`config.mk`:
```
export PLATFORM = sky130hd
export DESIGN_NAME = inst_queue
export DESIGN_NICKNAME = d
export VERILOG_FILES = /design/src/rtl/inst_queue_pkg.sv /design/src/rtl/inst_queue_ram.sv /design/src/rtl/inst_queue.sv
export SDC_FILE = /design/constraint.sdc
export NUM_CORES = 1
export LEC_CHECK = 0
export CAP_MARGIN = 20
export CORE_ASPECT_RATIO = 1.5
export CORE_MARGIN = 10
export CORE_UTILIZATION = 30
export CTS_BUF_LIST = sky130_fd_sc_hd__clkbuf_8 sky130_fd_sc_hd__clkbuf_16
export CTS_CLUSTER_SIZE = 16
export DETAILED_ROUTE_END_ITERATION = 12
export GPL_ROUTABILITY_DRIVEN = 1
export PLACE_DENSITY = 0.51
export SETUP_SLACK_MARGIN = 0.02
export SLEW_MARGIN = 40
export SYNTH_ARGS = -nofsm -noshare
export SYNTH_HDL_FRONTEND = slang
export SYNTH_SLANG_ARGS = --single-unit
```
`constraint.sdc`:
```
create_clock -name clk -period 12.3 [get_ports clk]
set_input_delay 1.23 -clock clk [delete_from_list [all_inputs] [get_ports clk]]
set_output_delay 1.23 -clock clk [all_outputs]
set_load 0.05 [all_outputs]
```
`src/rtl/inst_queue_pkg.sv`:
```
// Shared frontend constants and entry layout for the dual-issue instruction queue.
package inst_queue_pkg;

  localparam int unsigned IQ_DEPTH   = 8;
  localparam int unsigned IQ_PTR_W   = 3;
  localparam int unsigned IQ_ENTRY_W = 64;

  typedef struct packed {
    logic [31:0] pc;
    logic [31:0] inst;
  } iq_entry_t;

  // Decoder may signal 3; it consumes at most two entries.
  function automatic logic [1:0] iq_issue_sat(input logic [1:0] issue);
    return (issue == 2'd3) ? 2'd2 : issue;
  endfunction

endpackage

```
`src/rtl/inst_queue_ram.sv`:
```
// DEPTH-entry register file: two write ports, two asynchronous read ports.
module inst_queue_ram
  import inst_queue_pkg::*;
#(
  parameter int unsigned DEPTH = IQ_DEPTH,
  parameter int unsigned PTR_W = IQ_PTR_W
) (
  input  logic                  clk,
  input  logic                  we1_i,
  input  logic [PTR_W-1:0]      waddr1_i,
  input  logic [IQ_ENTRY_W-1:0] wdata1_i,
  input  logic                  we2_i,
  input  logic [PTR_W-1:0]      waddr2_i,
  input  logic [IQ_ENTRY_W-1:0] wdata2_i,
  input  logic [PTR_W-1:0]      raddr1_i,
  input  logic [PTR_W-1:0]      raddr2_i,
  output logic [IQ_ENTRY_W-1:0] rdata1_o,
  output logic [IQ_ENTRY_W-1:0] rdata2_o
);

  logic [IQ_ENTRY_W-1:0] mem_q [DEPTH];

  // The parent always drives waddr2_i = waddr1_i + 1, so the ports never collide.
  always_ff @(posedge clk) begin
    if (we1_i) mem_q[waddr1_i] <= wdata1_i;
    if (we2_i) mem_q[waddr2_i] <= wdata2_i;
  end

  assign rdata1_o = mem_q[raddr1_i];
  assign rdata2_o = mem_q[raddr2_i];

endmodule

```
`src/rtl/inst_queue.sv`:
```
// Dual-issue instruction queue between the instruction cache and the decoder.
module inst_queue
  import inst_queue_pkg::*;
#(
  parameter int unsigned DEPTH = IQ_DEPTH,
  parameter int unsigned PTR_W = IQ_PTR_W,
  parameter int unsigned CNT_W = PTR_W + 1
) (
  input  logic             clk,
  input  logic             reset,
  input  logic             flush,
  input  logic             in_valid_1,
  input  logic             in_valid_2,
  input  logic [31:0]      in_inst_1,
  input  logic [31:0]      in_inst_2,
  input  logic [31:0]      in_pc,
  output logic             in_ready,
  output logic             out_valid_1,
  output logic             out_valid_2,
  output logic [31:0]      out_inst_1,
  output logic [31:0]      out_inst_2,
  output logic [31:0]      out_pc_1,
  output logic [31:0]      out_pc_2,
  input  logic [1:0]       issue_cnt,
  output logic [CNT_W-1:0] occupancy
);

  logic [PTR_W-1:0] head_q, head_d;
  logic [PTR_W-1:0] tail_q, tail_d;
  logic [CNT_W-1:0] count_q, count_d;

  logic [1:0]       push_n;
  logic [1:0]       pop_n;
  logic [1:0]       issue_eff;
  logic [CNT_W-1:0] free_slots;

  logic                  we1, we2;
  iq_entry_t             wentry1, wentry2;
  logic [IQ_ENTRY_W-1:0] rdata1, rdata2;
  iq_entry_t             rentry1, rentry2;

  assign free_slots = CNT_W'(DEPTH) - count_q;
  assign in_ready   = free_slots >= CNT_W'(2);

  always_comb begin
    push_n = 2'd0;
    if (in_ready && in_valid_1) begin
      push_n = in_valid_2 ? 2'd2 : 2'd1;
    end
  end

  // Over-issue is clamped to what is actually held; only count 0 or 1 can clamp.
  always_comb begin
    issue_eff = iq_issue_sat(issue_cnt);
    pop_n     = issue_eff;
    if (CNT_W'(issue_eff) > count_q) begin
      pop_n = count_q[1:0];
    end
  end

  always_comb begin
    head_d  = head_q;
    tail_d  = tail_q;
    count_d = count_q;
    if (flush) begin
      head_d  = '0;
      tail_d  = '0;
      count_d = '0;
    end else begin
      head_d  = head_q + PTR_W'(pop_n);
      tail_d  = tail_q + PTR_W'(push_n);
      count_d = count_q + CNT_W'(push_n) - CNT_W'(pop_n);
    end
  end

  always_ff @(posedge clk) begin
    if (reset) begin
      head_q  <= '0;
      tail_q  <= '0;
      count_q <= '0;
    end else begin
      head_q  <= head_d;
      tail_q  <= tail_d;
      count_q <= count_d;
    end
  end

  assign we1          = !reset && !flush && (push_n != 2'd0);
  assign we2          = !reset && !flush && (push_n == 2'd2);
  assign wentry1.pc   = in_pc;
  assign wentry1.inst = in_inst_1;
  assign wentry2.pc   = in_pc + 32'd4;
  assign wentry2.inst = in_inst_2;

  inst_queue_ram #(
    .DEPTH (DEPTH),
    .PTR_W (PTR_W)
  ) u_ram (
    .clk      (clk),
    .we1_i    (we1),
    .waddr1_i (tail_q),
    .wdata1_i (wentry1),
    .we2_i    (we2),
    .waddr2_i (tail_q + PTR_W'(1)),
    .wdata2_i (wentry2),
    .raddr1_i (head_q),
    .raddr2_i (head_q + PTR_W'(1)),
    .rdata1_o (rdata1),
    .rdata2_o (rdata2)
  );

  assign rentry1 = iq_entry_t'(rdata1);
  assign rentry2 = iq_entry_t'(rdata2);

  assign out_valid_1 = count_q >= CNT_W'(1);
  assign out_valid_2 = count_q >= CNT_W'(2);
  assign out_inst_1  = out_valid_1 ? rentry1.inst : '0;
  assign out_pc_1    = out_valid_1 ? rentry1.pc   : '0;
  assign out_inst_2  = out_valid_2 ? rentry2.inst : '0;
  assign out_pc_2    = out_valid_2 ? rentry2.pc   : '0;
  assign occupancy   = count_q;

endmodule
```
==> impl_metrics.csv <==
group,metric,value,unit
outcome,status,"finished clean",
die,initial_core_util,0.302,
setup_path,critPathCaptureType,"primary output",
clock_tree,clk_pin_slew,60,ps
yosys,syn_area_per_cell,11.2,um2
setup_path,critPathSlowestCell,"clkdlybuf4s50_1",
clock_tree,cts_made_buffers,56,
yosys,syn-num-nets,2924,
route,antenna_violating_nets_post_route,0,
global_routing,grt_max_degree,64,
route,avgViaCountPerCell,5.13,
setup_path,crit_chain,"ha_4 > buf_4 > mux4_2 > nand2_1 > a21oi_1 > clkdlybuf4s50_1",
die,dieArea,118000,um2
pwr,pwr-share-clk,0.249,
route,wl_per_cell,27.1,um
clock_tree,cts_resized,0,
pwr,p_total,7320,uW
yosys,synth_flop_cell,"edfxtp_1",
final_layout,nNetsFinal,3006,
timing,fin_tns_setup,0,ps
route,vias,22200,
yosys,syn_inst,2800,
timing,fin_worst_skew,19.2,ps
setup_path,worstPathRequired,11070,ps
global_routing,grt_first_pass_wirelength,167000,um
yosys,ys_async_sr_fraction,0,
final_layout,final_common_cell,"nand2_1",
place,gp_congestion,0.755,
pwr,intPower,4180,uW
final_layout,layout_common_cells,"nand2_1, edfxtp_1, mux4_2",
global_routing,antenna_found_initial,9,
route,drtPass1Iterations,5,
yosys,syn_area,31500,um2
clock_tree,clock_latency,630,ps
pwr,p_sw,3140,uW
yosys,synth_cell_type_count,48,
clock_tree,cts.sinks,522,
setup_path,path_class,"flip-flop to primary output",
yosys,synth_edf_count,512,
final_layout,register_area,15600,um2
place,dp_hpwl,69800,um
setup_path,cp.arrival,4720,ps
timing,fmax,168,MHz
clock_tree,clockBufferDepth,3,
min_path,holdCritPathClass,"flip-flop to flip-flop",
timing,slew_viol_final,0,
timing,timing.final.hold_violations,0,
min_path,hold_path_end,"tail_q[2]$_SDFF_PP0_",
timing,rsz0062_at_grt,"false",
final_layout,multi_input_area,14800,um2
final_layout,drive_gt1_frac,0.152,
clock_tree,root_buffer,"clkbuf_16",
global_routing,gr-total-overflow,0,
route,drt_iter0_markers,1574,
die,die_h,417,um
pwr,swShare,0.429,
setup_path,crit_fanout,44,
setup_path,rr_worst_depth,9,
yosys,synth-seq-cells,522,
die,core-area,104000,um2
timing,finalCriticalPeriod,5950,ps
clock_tree,tritoncts,"yes",
timing,hold_ws,652,ps
die,rows,145,
final_layout,nFillCells,10300,
clock_tree,cts_hold_buffers,0,
setup_path,startpoint_type,"flip-flop",
timing,period_share,0.484,
setup_path,reg2reg_slack,8210,ps
timing,tightest_slew,864,ps
clock_tree,post_cts_buffers,0,
route,drc_errors,0,
setup_path,max_stage_delay,930,ps
min_path,min_from,"tail_q[2]$_SDFF_PP0_",
route,wirelength,117000,um
min_path,min_path_cells,2,
die,fp.dieW,284,um
pwr,pwr-share-comb,0.468,
final_layout,syn_to_final_growth,17.9,%
setup_path,rr_endpoint,"u_ram.mem_q[5][38]$_DFFE_PP_",
die,io_pins,238,
run,max_cap_violations,0,
global_routing,grtUsageTotal,0.193,
pwr,power_frac_seq,0.283,
global_routing,grt_pass1_vias,23000,
yosys,ys_seq_area_frac,0.495,
yosys,ys_warn_count,0,
timing,setup_viol,0,
timing,max_slew_margin,0.408,
pwr,ir_worst_vdd,0.200,mV
place,io_buffers,237,
pwr,power-per-cell-area,197,nW/um2
pwr,p_leak,0.0126,uW
clock_tree,htreeDepth,2,
setup_path,r2r_start,"occupancy[0]$_SDFF_PP0_",
-- synthesized netlist by cell type (2+ instances only) --
library cell,instances,area [um2]
a211o_1,4,35.0
a211oi_4,4,80.1
a21boi_2,2,22.5
a21o_1,3,22.5
a21oi_1,66,330
a21oi_2,2,17.5
and2_1,5,31.3
and3_1,3,18.8
and4_1,3,26.3
buf_1,30,113
buf_2,118,591
buf_4,14,105
clkbuf_1,112,420
dfxtp_1,10,200
edfxtp_1,512,15400
fa_1,4,80.1
ha_1,17,213
inv_1,14,52.6
mux2i_1,65,651
mux4_2,256,5770
nand2_1,1009,3790
nand2b_1,5,31.3
nand3_1,14,70.1
nand4_1,16,100
nand4b_1,2,17.5
nand4bb_1,2,22.5
nor2_1,228,856
nor3_1,4,20.0
nor3_2,2,20.0
nor4_1,3,18.8
nor4_2,3,37.5
o211ai_1,2,15.0
o21ai_0,9,45.0
or2_2,2,12.5
xnor2_1,99,867
xor2_1,144,1260
-- metal layers --
metal  GRT usage  share of wire  vias up
met5           0        0.00080        -
met4      0.0545          0.025       14
met3      0.0252          0.048      170
met2       0.355           0.53      682
met1       0.232           0.40    11400
li1            -              -     9923
-- logic make-up (layout without fill, tap and decap cells) --
family	count (synthesis)	in the layout	share of synthesized area
AOI/OAI and AO/OA	95	95	0.0187
xor gates and xnor gates	243	243	0.0677
adders and majority gates	21	21	0.00931
buffers and inverters	290	417	0.0412
DFF	522	522	0.495
muxes	321	321	0.204
other	0	2	0
and+or+nand+nor	1308	1308	0.164
-- per-stage QoR --
stage	util	cell area (um2)	std cells	setup slack [ps]
after global routing	0.356	37100	4325	6160
after detailed placement	0.337	35100	4218	6710
after global placement	0.336	35000	4212	6710
after CTS	0.356	37000	4321	6030
after floorplan	-	31500	2800	4920
final	0.356	37100	4325	6350
-- flip-flops by register name, indices dropped and copies added, names as in the netlist --
register	flops
u_ram.mem_q	512
head_q	3
occupancy	4
tail_q	3
-- cell type report --
| type | instances | share of cell area |
|---|---|---|
| flip-flops and latches | 522 | 0.420 |
| multi-input cells | 1988 | 0.400 |
| repair buffers | 299 | 0.0792 |
| well taps | 1396 | 0.0471 |
| clock buffers | 57 | 0.0385 |
| clock inverters | 46 | 0.0137 |
| inverters | 15 | 0.00152 |
| diodes | 2 | 0.000135 |
-- how the worst max path moves through the flow --
| stage | from | to | slack (ps) | cells past startpoint |
|---|---|---|---|---|
| global route | head_q[0]$_SDFF_PP0_ | out_pc_2[10] | 6160 | 6 |
| global placement | head_q[2]$_SDFF_PP0_ | out_pc_2[10] | 6710 | 6 |
| CTS | head_q[0]$_SDFF_PP0_ | out_pc_2[3] | 6030 | 6 |
| finish | head_q[0]$_SDFF_PP0_ | out_pc_2[10] | 6350 | 6 |
| floorplan | occupancy[1]$_SDFF_PP0_ | u_ram.mem_q[1][0]$_DFFE_PP_ | 4920 | 8 |
| detailed placement | head_q[0]$_SDFF_PP0_ | out_pc_2[3] | 6710 | 6 |
-- worst max-delay path, delay by kind of cell (launching register included) --
family	cells	cell delay, ps
multiplexers	1	340
AND/OR/NAND/NOR	1	50
flip-flops	1	790
buffers and inverters	2	1680
adder cells (fa/ha/maj)	1	640
AO/OA/AOI/OAI	1	540
-- power by group through the flow --
stage | logic [uW] | registers (uW) | clock network [uW]
after global placement | 3420 | 2130 | 0
after CTS | 3470 | 2080 | 1850
final | 3420 | 2080 | 1820
after floorplan | 2200 | 2110 | 0
after detailed placement | 3460 | 2120 | 0
after global routing | 3590 | 2080 | 1920
No activity file was read; power rests on OpenSTA's default activity.
